--- src/rtl/pulse_transmitter_burst_generator_if.sv ---
// pulse_transmitter_burst_generator_if
//   Groups the burst engine's trigger, configuration and status signals.
//   master: drives start/stop/configuration, observes status (register block side).
//   slave : the burst engine itself.
//   Signals: start_pulse, stop, high_cycles, low_cycles, pulse_count, idle_level,
//            continuous (only with PULSE_TRANSMITTER_CONTINUOUS_EN), pulse_out, busy,
//            done, pulses_sent.
interface pulse_transmitter_burst_generator_if #(
  parameter int unsigned TIME_WIDTH  = 16,
  parameter int unsigned COUNT_WIDTH = 8
);
  logic                   start_pulse;
  logic                   stop;
  logic [TIME_WIDTH-1:0]  high_cycles;
  logic [TIME_WIDTH-1:0]  low_cycles;
  logic [COUNT_WIDTH-1:0] pulse_count;
  logic                   idle_level;
`ifdef PULSE_TRANSMITTER_CONTINUOUS_EN
  logic                   continuous;
`endif
  logic                   pulse_out;
  logic                   busy;
  logic                   done;
  logic [COUNT_WIDTH-1:0] pulses_sent;

  modport master (
`ifdef PULSE_TRANSMITTER_CONTINUOUS_EN
    output continuous,
`endif
    output start_pulse, stop, high_cycles, low_cycles, pulse_count, idle_level,
    input  pulse_out, busy, done, pulses_sent
  );

  modport slave (
`ifdef PULSE_TRANSMITTER_CONTINUOUS_EN
    input  continuous,
`endif
    input  start_pulse, stop, high_cycles, low_cycles, pulse_count, idle_level,
    output pulse_out, busy, done, pulses_sent
  );
endinterface

--- src/rtl/pulse_transmitter_burst_generator.sv ---
// pulse_transmitter_burst_generator
//   On an accepted start, emits pulse_count pulses of max(high,1) active clocks and
//   max(low,1) gap clocks on pulse_out. Configuration is latched at start.
//   Ports: clk, rst (async, active-high), bus (slave modport of
//   pulse_transmitter_burst_generator_if).
//   Optional feature macro PULSE_TRANSMITTER_CONTINUOUS_EN: adds bus.continuous; when
//   latched high the burst repeats back-to-back until stop or reset.
module pulse_transmitter_burst_generator #(
  parameter int unsigned TIME_WIDTH  = 16,
  parameter int unsigned COUNT_WIDTH = 8
) (
  input logic                                  clk,
  input logic                                  rst,
  pulse_transmitter_burst_generator_if.slave   bus
);

  typedef enum logic [1:0] {StIdle, StActive, StGap} state_e;

  state_e                 state_q, state_d;
  logic [TIME_WIDTH-1:0]  phase_q, phase_d;
  logic [TIME_WIDTH-1:0]  high_q, high_d;
  logic [TIME_WIDTH-1:0]  low_q, low_d;
  logic [COUNT_WIDTH-1:0] count_q, count_d;
  logic [COUNT_WIDTH-1:0] sent_q, sent_d;
  logic                   idle_q, idle_d;
  logic                   pulse_q, pulse_d;
  logic                   busy_q, busy_d;
  logic                   done_q, done_d;
  logic                   wrap;

`ifdef PULSE_TRANSMITTER_CONTINUOUS_EN
  logic cont_q, cont_d;
  assign wrap = cont_q;
`else
  assign wrap = 1'b0;
`endif

  // Phase counter load value: a zero length behaves as one clock.
  function automatic logic [TIME_WIDTH-1:0] last_idx(input logic [TIME_WIDTH-1:0] len);
    return (len == '0) ? '0 : len - TIME_WIDTH'(1);
  endfunction

  always_comb begin
    state_d = state_q;
    phase_d = phase_q;
    high_d  = high_q;
    low_d   = low_q;
    count_d = count_q;
    sent_d  = sent_q;
    idle_d  = idle_q;
    pulse_d = pulse_q;
    busy_d  = busy_q;
    done_d  = 1'b0;
`ifdef PULSE_TRANSMITTER_CONTINUOUS_EN
    cont_d  = cont_q;
`endif
    unique case (state_q)
      StIdle: begin
        pulse_d = bus.idle_level;
        busy_d  = 1'b0;
        // stop has priority over a simultaneous start
        if (bus.start_pulse && !bus.stop) begin
          sent_d = '0;
          if (bus.pulse_count != '0) begin
            high_d  = bus.high_cycles;
            low_d   = bus.low_cycles;
            count_d = bus.pulse_count;
            idle_d  = bus.idle_level;
`ifdef PULSE_TRANSMITTER_CONTINUOUS_EN
            cont_d  = bus.continuous;
`endif
            state_d = StActive;
            phase_d = last_idx(bus.high_cycles);
            pulse_d = ~bus.idle_level;
            busy_d  = 1'b1;
          end else begin
            done_d = 1'b1;
          end
        end
      end
      StActive: begin
        if (bus.stop) begin
          state_d = StIdle;
          busy_d  = 1'b0;
          pulse_d = idle_q;
        end else if (phase_q == '0) begin
          sent_d  = sent_q + COUNT_WIDTH'(1);
          state_d = StGap;
          phase_d = last_idx(low_q);
          pulse_d = idle_q;
        end else begin
          phase_d = phase_q - TIME_WIDTH'(1);
        end
      end
      StGap: begin
        if (bus.stop) begin
          state_d = StIdle;
          busy_d  = 1'b0;
          pulse_d = idle_q;
        end else if (phase_q == '0) begin
          if (sent_q == count_q && !wrap) begin
            state_d = StIdle;
            busy_d  = 1'b0;
            done_d  = 1'b1;
            pulse_d = idle_q;
          end else begin
            // Continuous wrap restarts the count and flags completion while staying busy.
            if (sent_q == count_q) begin
              sent_d = '0;
              done_d = 1'b1;
            end
            state_d = StActive;
            phase_d = last_idx(high_q);
            pulse_d = ~idle_q;
          end
        end else begin
          phase_d = phase_q - TIME_WIDTH'(1);
        end
      end
      default: begin
        state_d = StIdle;
        busy_d  = 1'b0;
      end
    endcase
  end

  always_ff @(posedge clk or posedge rst) begin
    if (rst) begin
      state_q <= StIdle;
      phase_q <= '0;
      high_q  <= '0;
      low_q   <= '0;
      count_q <= '0;
      sent_q  <= '0;
      idle_q  <= 1'b0;
      pulse_q <= 1'b0;
      busy_q  <= 1'b0;
      done_q  <= 1'b0;
`ifdef PULSE_TRANSMITTER_CONTINUOUS_EN
      cont_q  <= 1'b0;
`endif
    end else begin
      state_q <= state_d;
      phase_q <= phase_d;
      high_q  <= high_d;
      low_q   <= low_d;
      count_q <= count_d;
      sent_q  <= sent_d;
      idle_q  <= idle_d;
      pulse_q <= pulse_d;
      busy_q  <= busy_d;
      done_q  <= done_d;
`ifdef PULSE_TRANSMITTER_CONTINUOUS_EN
      cont_q  <= cont_d;
`endif
    end
  end

  assign bus.pulse_out   = pulse_q;
  assign bus.busy        = busy_q;
  assign bus.done        = done_q;
  assign bus.pulses_sent = sent_q;

endmodule

--- src/flat_wrapper.sv ---
// flat-port wrapper written by rule: the top's interface ports become plain ports
module pulse_transmitter_burst_generator_flat 
#(
  parameter int unsigned TIME_WIDTH  = 16,
  parameter int unsigned COUNT_WIDTH = 8
)
  (clk, rst, bus_start_pulse, bus_stop, bus_high_cycles, bus_low_cycles, bus_pulse_count, bus_idle_level, bus_pulse_out, bus_busy, bus_done, bus_pulses_sent);
  pulse_transmitter_burst_generator_if #(.TIME_WIDTH(TIME_WIDTH), .COUNT_WIDTH(COUNT_WIDTH)) bus_i ();
  input logic clk;
  input logic rst;
  input wire logic [$bits(bus_i.start_pulse)-1:0] bus_start_pulse;
  input wire logic [$bits(bus_i.stop)-1:0] bus_stop;
  input wire logic [$bits(bus_i.high_cycles)-1:0] bus_high_cycles;
  input wire logic [$bits(bus_i.low_cycles)-1:0] bus_low_cycles;
  input wire logic [$bits(bus_i.pulse_count)-1:0] bus_pulse_count;
  input wire logic [$bits(bus_i.idle_level)-1:0] bus_idle_level;
  output wire logic [$bits(bus_i.pulse_out)-1:0] bus_pulse_out;
  output wire logic [$bits(bus_i.busy)-1:0] bus_busy;
  output wire logic [$bits(bus_i.done)-1:0] bus_done;
  output wire logic [$bits(bus_i.pulses_sent)-1:0] bus_pulses_sent;
  assign bus_i.start_pulse = bus_start_pulse;
  assign bus_i.stop = bus_stop;
  assign bus_i.high_cycles = bus_high_cycles;
  assign bus_i.low_cycles = bus_low_cycles;
  assign bus_i.pulse_count = bus_pulse_count;
  assign bus_i.idle_level = bus_idle_level;
  assign bus_pulse_out = bus_i.pulse_out;
  assign bus_busy = bus_i.busy;
  assign bus_done = bus_i.done;
  assign bus_pulses_sent = bus_i.pulses_sent;
  pulse_transmitter_burst_generator #(.TIME_WIDTH(TIME_WIDTH), .COUNT_WIDTH(COUNT_WIDTH)) u_core (.clk(clk), .rst(rst), .bus(bus_i));
endmodule
--- config.mk ---
export PLATFORM = sky130hd
export DESIGN_NAME = pulse_transmitter_burst_generator_flat
export DESIGN_NICKNAME = d
export VERILOG_FILES = /design/src/rtl/pulse_transmitter_burst_generator_if.sv /design/src/rtl/pulse_transmitter_burst_generator.sv /design/src/flat_wrapper.sv
export SDC_FILE = /design/constraint.sdc
export NUM_CORES = 1
export LEC_CHECK = 0
export ABC_AREA = 1
export CORE_MARGIN = 2
export CORE_UTILIZATION = 50
export CTS_BUF_LIST = sky130_fd_sc_hd__clkbuf_4
export CTS_CLUSTER_DIAMETER = 120
export DETAILED_ROUTE_END_ITERATION = 16
export HOLD_SLACK_MARGIN = 0.08
export PLACE_DENSITY_LB_ADDON = 0.3
export REMOVE_ABC_BUFFERS = 1
export SYNTH_ARGS = -nofsm -noshare
export SYNTH_HDL_FRONTEND = slang
export SYNTH_SLANG_ARGS = --single-unit
--- constraint.sdc ---
create_clock -name clk -period 3.1 [get_ports clk]
set_input_delay 0.31 -clock clk [delete_from_list [all_inputs] [get_ports clk]]
set_output_delay 0.31 -clock clk [all_outputs]
set_load 0.005 [all_outputs]
======== Yosys cells after proc, flatten, opt, wreduce, memory -nomap -nowiden ========
Cells that the tools add are included.
W data, S select, Z words.
word-level totals
  output and inout port bits .............. 11
  logic and storage cells ................. 90
  flip-flop bits (word level) ............. 70
  bits of input ports ..................... 45
operators by class
  add/subtract/negate cells ............... 5
  equal/unequal tests ..................... 13
  bitwise gates (word level) .............. 2
  reductions and logical operators ........ 16
  multiplexer cells ....................... 44
operators by type and width
  cell                     count
  $mux W16                 10
  $logic_not A16 Y1        4
  $sub A16 B1 Y16 const B  4
  $pmux W16 S3             1
  $mux W8                  3
  $mux W1                  19
  $pmux W8 S2              1
  $mux W2                  6
  $ne A3 B2 Y1 const B     3
  $reduce_and A3 Y1        3
  $add A8 B1 Y8 const B    1
  $eq A8 B8 Y1             1
  $reduce_and A4 Y1        2
  $reduce_bool A8 Y1       1
  $ne A2 B1 Y1 const B     3
  $ne A2 B2 Y1 const B     3
  $pmux W1 S3              2
  $pmux W2 S3              1
  $reduce_and A6 Y1        1
  $ne A3 B3 Y1 const B     1
  $reduce_bool A3 Y1       1
  $eq A2 B1 Y1 const B     1
  $eq A2 B2 Y1 const B     1
  $logic_not A2 Y1         1
  5 further kinds          6

======== Depth between registers and ports, before layout ========
  word-level depth ........................ 6
  mapped depth ............................ 14
  gate-level depth less buffers ........... 13

======== Worst setup path before layout ========
Ideal clock, no wire load.
  path kind ............................... register to register
  start point ............................. register u_core.phase_q[0]
  end point ............................... register u_core.phase_q[1]
  cell stages (with the launch flop) ...... 15
  library setup time ...................... 0.124 ns
  data required time ...................... 2.976 ns
  slack ................................... 1.339 ns
  buffers on the path ..................... 1
  clock period less this slack ............ 1.761 ns
  arrival ................................. 1.637 ns
  path through ............................ dfrtp_1 > inv_1 > ha_1 > inv_1 > nor3_2 > nand3_4 > inv_4 > nand2_4 > nand2_2 > nand2_2 > nand2_4 > inv_4 > buf_6 > nor2_4 > a21oi_2
on the way
  word-level cells in the longest chain between the ends .. 4
  elaborated cells on any way between the ends .. 9
  those cells by class .................... add/sub: 1; eq/ne: 1; mux: 5; reduce/logical: 2
ends and longest elaborated chain
  element                                               RTL line                                                                           source
  start: declaration                                    pulse_transmitter_burst_generator.sv:20                                            logic [TIME_WIDTH-1:0] phase_q, phase_d;
  start signal: assignment                              pulse_transmitter_burst_generator.sv:144                                           phase_q <= phase_d;
  $sub A16 B1 Y16 or $logic_not A16 Y1 (tied branches)  n/a
  $mux W16 (on tied branches)                           pulse_transmitter_burst_generator.sv:100, pulse_transmitter_burst_generator.sv:86
  $mux W16 (on tied branches)                           pulse_transmitter_burst_generator.sv:96, pulse_transmitter_burst_generator.sv:82
  $pmux W16 S3                                          pulse_transmitter_burst_generator.sv:57                                            unique case (state_q)
Several ways; a longest one is shown, not always the timed one. The select of a mux whose other input is x is not followed.
A chain may end at the register's enable or synchronous reset.

======== Final worst setup path ========
  start point ............................. register u_core.high_q[0]
  end point ............................... register u_core.phase_q[1]
on the way
  word-level cells in the longest chain between the ends .. 6
  elaborated cells on any way between the ends .. 7
  those cells by class .................... add/sub: 1; mux: 5; reduce/logical: 1
ends and longest elaborated chain
  element                                               RTL line                                  source
  start: declaration                                    pulse_transmitter_burst_generator.sv:21   logic [TIME_WIDTH-1:0] high_q, high_d;
  start signal: assignment                              pulse_transmitter_burst_generator.sv:145  high_q <= high_d;
  $sub A16 B1 Y16 or $logic_not A16 Y1 (tied branches)  pulse_transmitter_burst_generator.sv:40   return (len == '0) ? '0 : len - TIME_WIDTH'(1);
  $mux W16 *                                            pulse_transmitter_burst_generator.sv:40
  $mux W16 *                                            pulse_transmitter_burst_generator.sv:101  if (sent_q == count_q && !wrap) begin
  $mux W16 *                                            pulse_transmitter_burst_generator.sv:100  end else if (phase_q == '0) begin
  $mux W16 *                                            pulse_transmitter_burst_generator.sv:96   if (bus.stop) begin
  $pmux W16 S3 *                                        pulse_transmitter_burst_generator.sv:57
Mark *: on every way between the ends. The rest lies on a longest branch, timed or not. The select of a mux whose other input is x is not followed.

==> metrics.md <==
| Metric | Value |
|---|---|
| Net Switching | 0.00300 W |
| Resize count post-CTS | 0 |
| Io pins | 56 |
| Slowest stage cell on the critical path | nand3_1 |
| Max-Cap Viols | 0 |
| DRT Pass-1 Iters | 5 |
| Row count | 38 |
| Power Dens Cells | 921 nW/um2 |
| CTS tree | built |
| Setup slack after layout | 0.745 ns |
| Slew headroom | a little under three fifths |
| RSZ-0062 raised after global routing | false |
| Die ar. | 11700 um2 |
| Die W | 108 um |
| Vias in the first global route | ~5200 |
| Initial DRC Count | a little over 400 |
| Total CTS buffers | 9 |
| R2r setup slk | 0.74 ns |
| Place WS | 0.808 ns |
| Tot Pwr | between 0.005 and 0.006 W |
| Peak Freq | roughly 420 MHz |
| Final worst-path cycle share | 76.0% |
| CTS H-tree depth | 3 |
| Skew final | roughly 0.018 ns |
| Clk_lat worst skew | 0.47 ns |
| Pin count of the biggest net entering global routing | 30 |
| Most frequent cells in the layout | nand2_1, nor2_1, inv_1, dfrtp_1, o21ai_0 |
| CP top delay family | simple AND/OR/NAND/NOR gates |
| Slew Limit Fails | 0 |
| Combinational Power Share | a little under three fifths |
| Crit-path most repeated cell | nand2_1 |
| Setup bufs post-CTS | 0 |
| Synth top area share | 32.2% |
| Outcome | finished clean |
| Antenna viol nets, final | 0 |
| CP arrival | 2.70 ns |
| Global placer's final weighted congestion | 0.953 |
| Crit path time final | 2.36 ns |
| Most common cell after layout, fill and taps aside | nand2_1 |
| Gr usage total | 26.7% |
| Hold WS | 0.243 ns |
| Share of layout cells above drive strength 1 | 8.05% |
| Area of the multi-input gates | 3180 um2 |
| Count of cell types in the netlist | 39 |
| Seq/Total Area, Yosys | 32.2% |
| Synth top area cells | dfrtp_1, nand2_1, nor2_1 |
| Internal power | around 0.0028 W |
| Remaining DRCs | 0 |
| First-pass GRT wire length | 24.2 mm |
| Nets | 970 |
| Vias/cell | 5.20 |
| Ys Warns | 0 |
| Average cell area after synthesis | 6.35 um2 |
| Reg area | 1750 um2 |
| Clock Pin Slew Worst Setup and Hold Paths | 0.13 ns |
| Clk sinks | 70 |
| Syn Inst Count | 857 |
| Crit path max fanout | 14 |
| Clock share of power | 12.2% |
| Routed wire length | about 14 mm |
| Critical Path End Type | flip-flop |
| Leakage | 3.04 nW |
| CP peak stage delay | 0.42 ns |
| Final std cells w/o fill | between 1000 and 1500 |
| Crit-path cells | inv_1, ha_1, nand2_1, nor2_1, nand3_1, nand2_1, a21oi_1, o21ai_0, a21oi_2 |
| Yosys reg bits | 70 |
| Required @ worst endpoint | 3.45 ns |
| Clk buf depth | 2 |
| RR Startpoint | u_core.high_q[0] |
| HPWL Detailed | 11.2 mm |
| Worst path bufs/invs | 1 |
| Final core occ | 58.6% |
| CTS root buffer | clkbuf_4 |
| Peak supply drop | 489 uV |
| Routed via count | 5512 |
| Critical Path Source Type | flip-flop |
| Largest area contributor in the netlist | dfrtp_1 |
| CP startpoint | u_core.high_q[0] |
| Slew @ Worst Pin | 0.644 ns |
| Min-delay worst type | input pin to asynchronous set/reset pin |
| Port Buf Inserts | 55 |
| Wirelength per Cell | 13.7 um |
| Antenna violations before repair | 1 |
| Core ar. | about 11000 um2 |
| Sw Share | 51.7% |
| Synth-to-layout area growth | 15.7% |
| Initial Util | 50.6% |
| Hold_buf cts | 0 |
| Post-Syn Area | 5440 um2 |
| Gr ovfl total | 0 |
| Fillcell total | 1068 |
| Sequential Power Share | 30.4% |
| Hold Fails Final Rpt | 0 |
| Finish-stage setup viols | 0 |
| Placed cell count | between 1000 and 1500 |
| WS Path Type | flip-flop to flip-flop |
| Die Ht | between 100 and 150 um |
[cell families after synthesis]
| logic type | count (synthesis) | share of synthesized area, % |
|---|---|---|
| AO/OA/AOI/OAI | 112 | 10.7 |
| AND/OR/NAND/NOR | 517 | 41.0 |
| adder cells (fa/ha/maj) | 11 | 2.53 |
| flip-flops | 70 | 32.2 |
| XOR/XNOR | 18 | 2.90 |
| multiplexers | 6 | 1.24 |
| buffers and inverters | 123 | 9.43 |
[stage by stage]
step / TNS (ns) / instance area, um2
2_1_floorplan: -6.09 / 5330
3_3_place_gp: 0 / 6130
4_1_cts: 0 / 6290
6_report: 0 / 6290
5_1_grt: 0 / 6290
3_5_place_dp: 0 / 6130
[state kept, by name (all words and copies together), names as in the netlist, 2 cells and up]
register                count
u_core.state_q              2
u_core.high_q              16
u_core.bus.pulses_sent      8
u_core.phase_q             16
u_core.low_q               16
u_core.count_q              8
[power by group through the flow]
stage               Sequential (W)  Clock [W]  Combinational [W]
finish                     0.00176   0.000706            0.00333
global placement           0.00177          0            0.00325
global route               0.00182   0.000749            0.00379
floorplan                  0.00166          0            0.00241
CTS                        0.00175   0.000725            0.00330
detailed placement         0.00176          0            0.00328
[per-layer routing]
layer | up-vias | wire, um | share of wire [%] | GRT usage, %
li1 | 2814 | - | - | -
met2 | 177 | 6510 | 45 | 43.6
met5 | - | 0 | 0 | 0
met1 | 2491 | 6720 | 46 | 34.9
met4 | 0 | 361 | 2.5 | 9.71
met3 | 30 | 904 | 6.2 | 5.67
[cell type report]
| class | count | area share [%] |
|---|---|---|
| Sequential cell | 70 | 27.8 |
| Timing Repair Buffer | 63 | 9.70 |
| Antenna cell | 1 | 0.0398 |
| Clock buffer | 9 | 1.07 |
| Clock inverter | 7 | 1.53 |
| Inverter | 106 | 6.48 |
| Multi-Input combinational cell | 664 | 50.5 |
| Tap cell | 140 | 2.78 |
[synthesized netlist by cell type (all sizes together)]
| cell | instances |
|---|---|
| nor3 | 9 |
| nor3b | 4 |
| nor2 | 149 |
| o21a | 1 |
| clkbuf | 4 |
| ha | 11 |
| xnor2 | 2 |
| or2 | 1 |
| xor2 | 16 |
| and3 | 1 |
| nand3b | 2 |
| mux2 | 6 |
| dfrtp | 70 |
| nand3 | 48 |
| o22ai | 2 |
| inv | 106 |
| o21ai | 64 |
| o31ai | 2 |
| nand2 | 295 |
| a21oi | 39 |
| buf | 13 |
| nand4 | 8 |
| a31oi | 4 |
[worst paths after layout]
path	to	cells past startpoint
max reg2reg	u_core.phase_q[1]	9
min in group clk	u_core.low_q[1]	3
min reg2reg	u_core.bus.pulse_out	2
min	u_core.bus.pulses_sent[7]	2
max	u_core.phase_q[1]	9
max in group asynchronous	u_core.bus.pulses_sent[2]	3
Power figures use the tool's default switching activity.
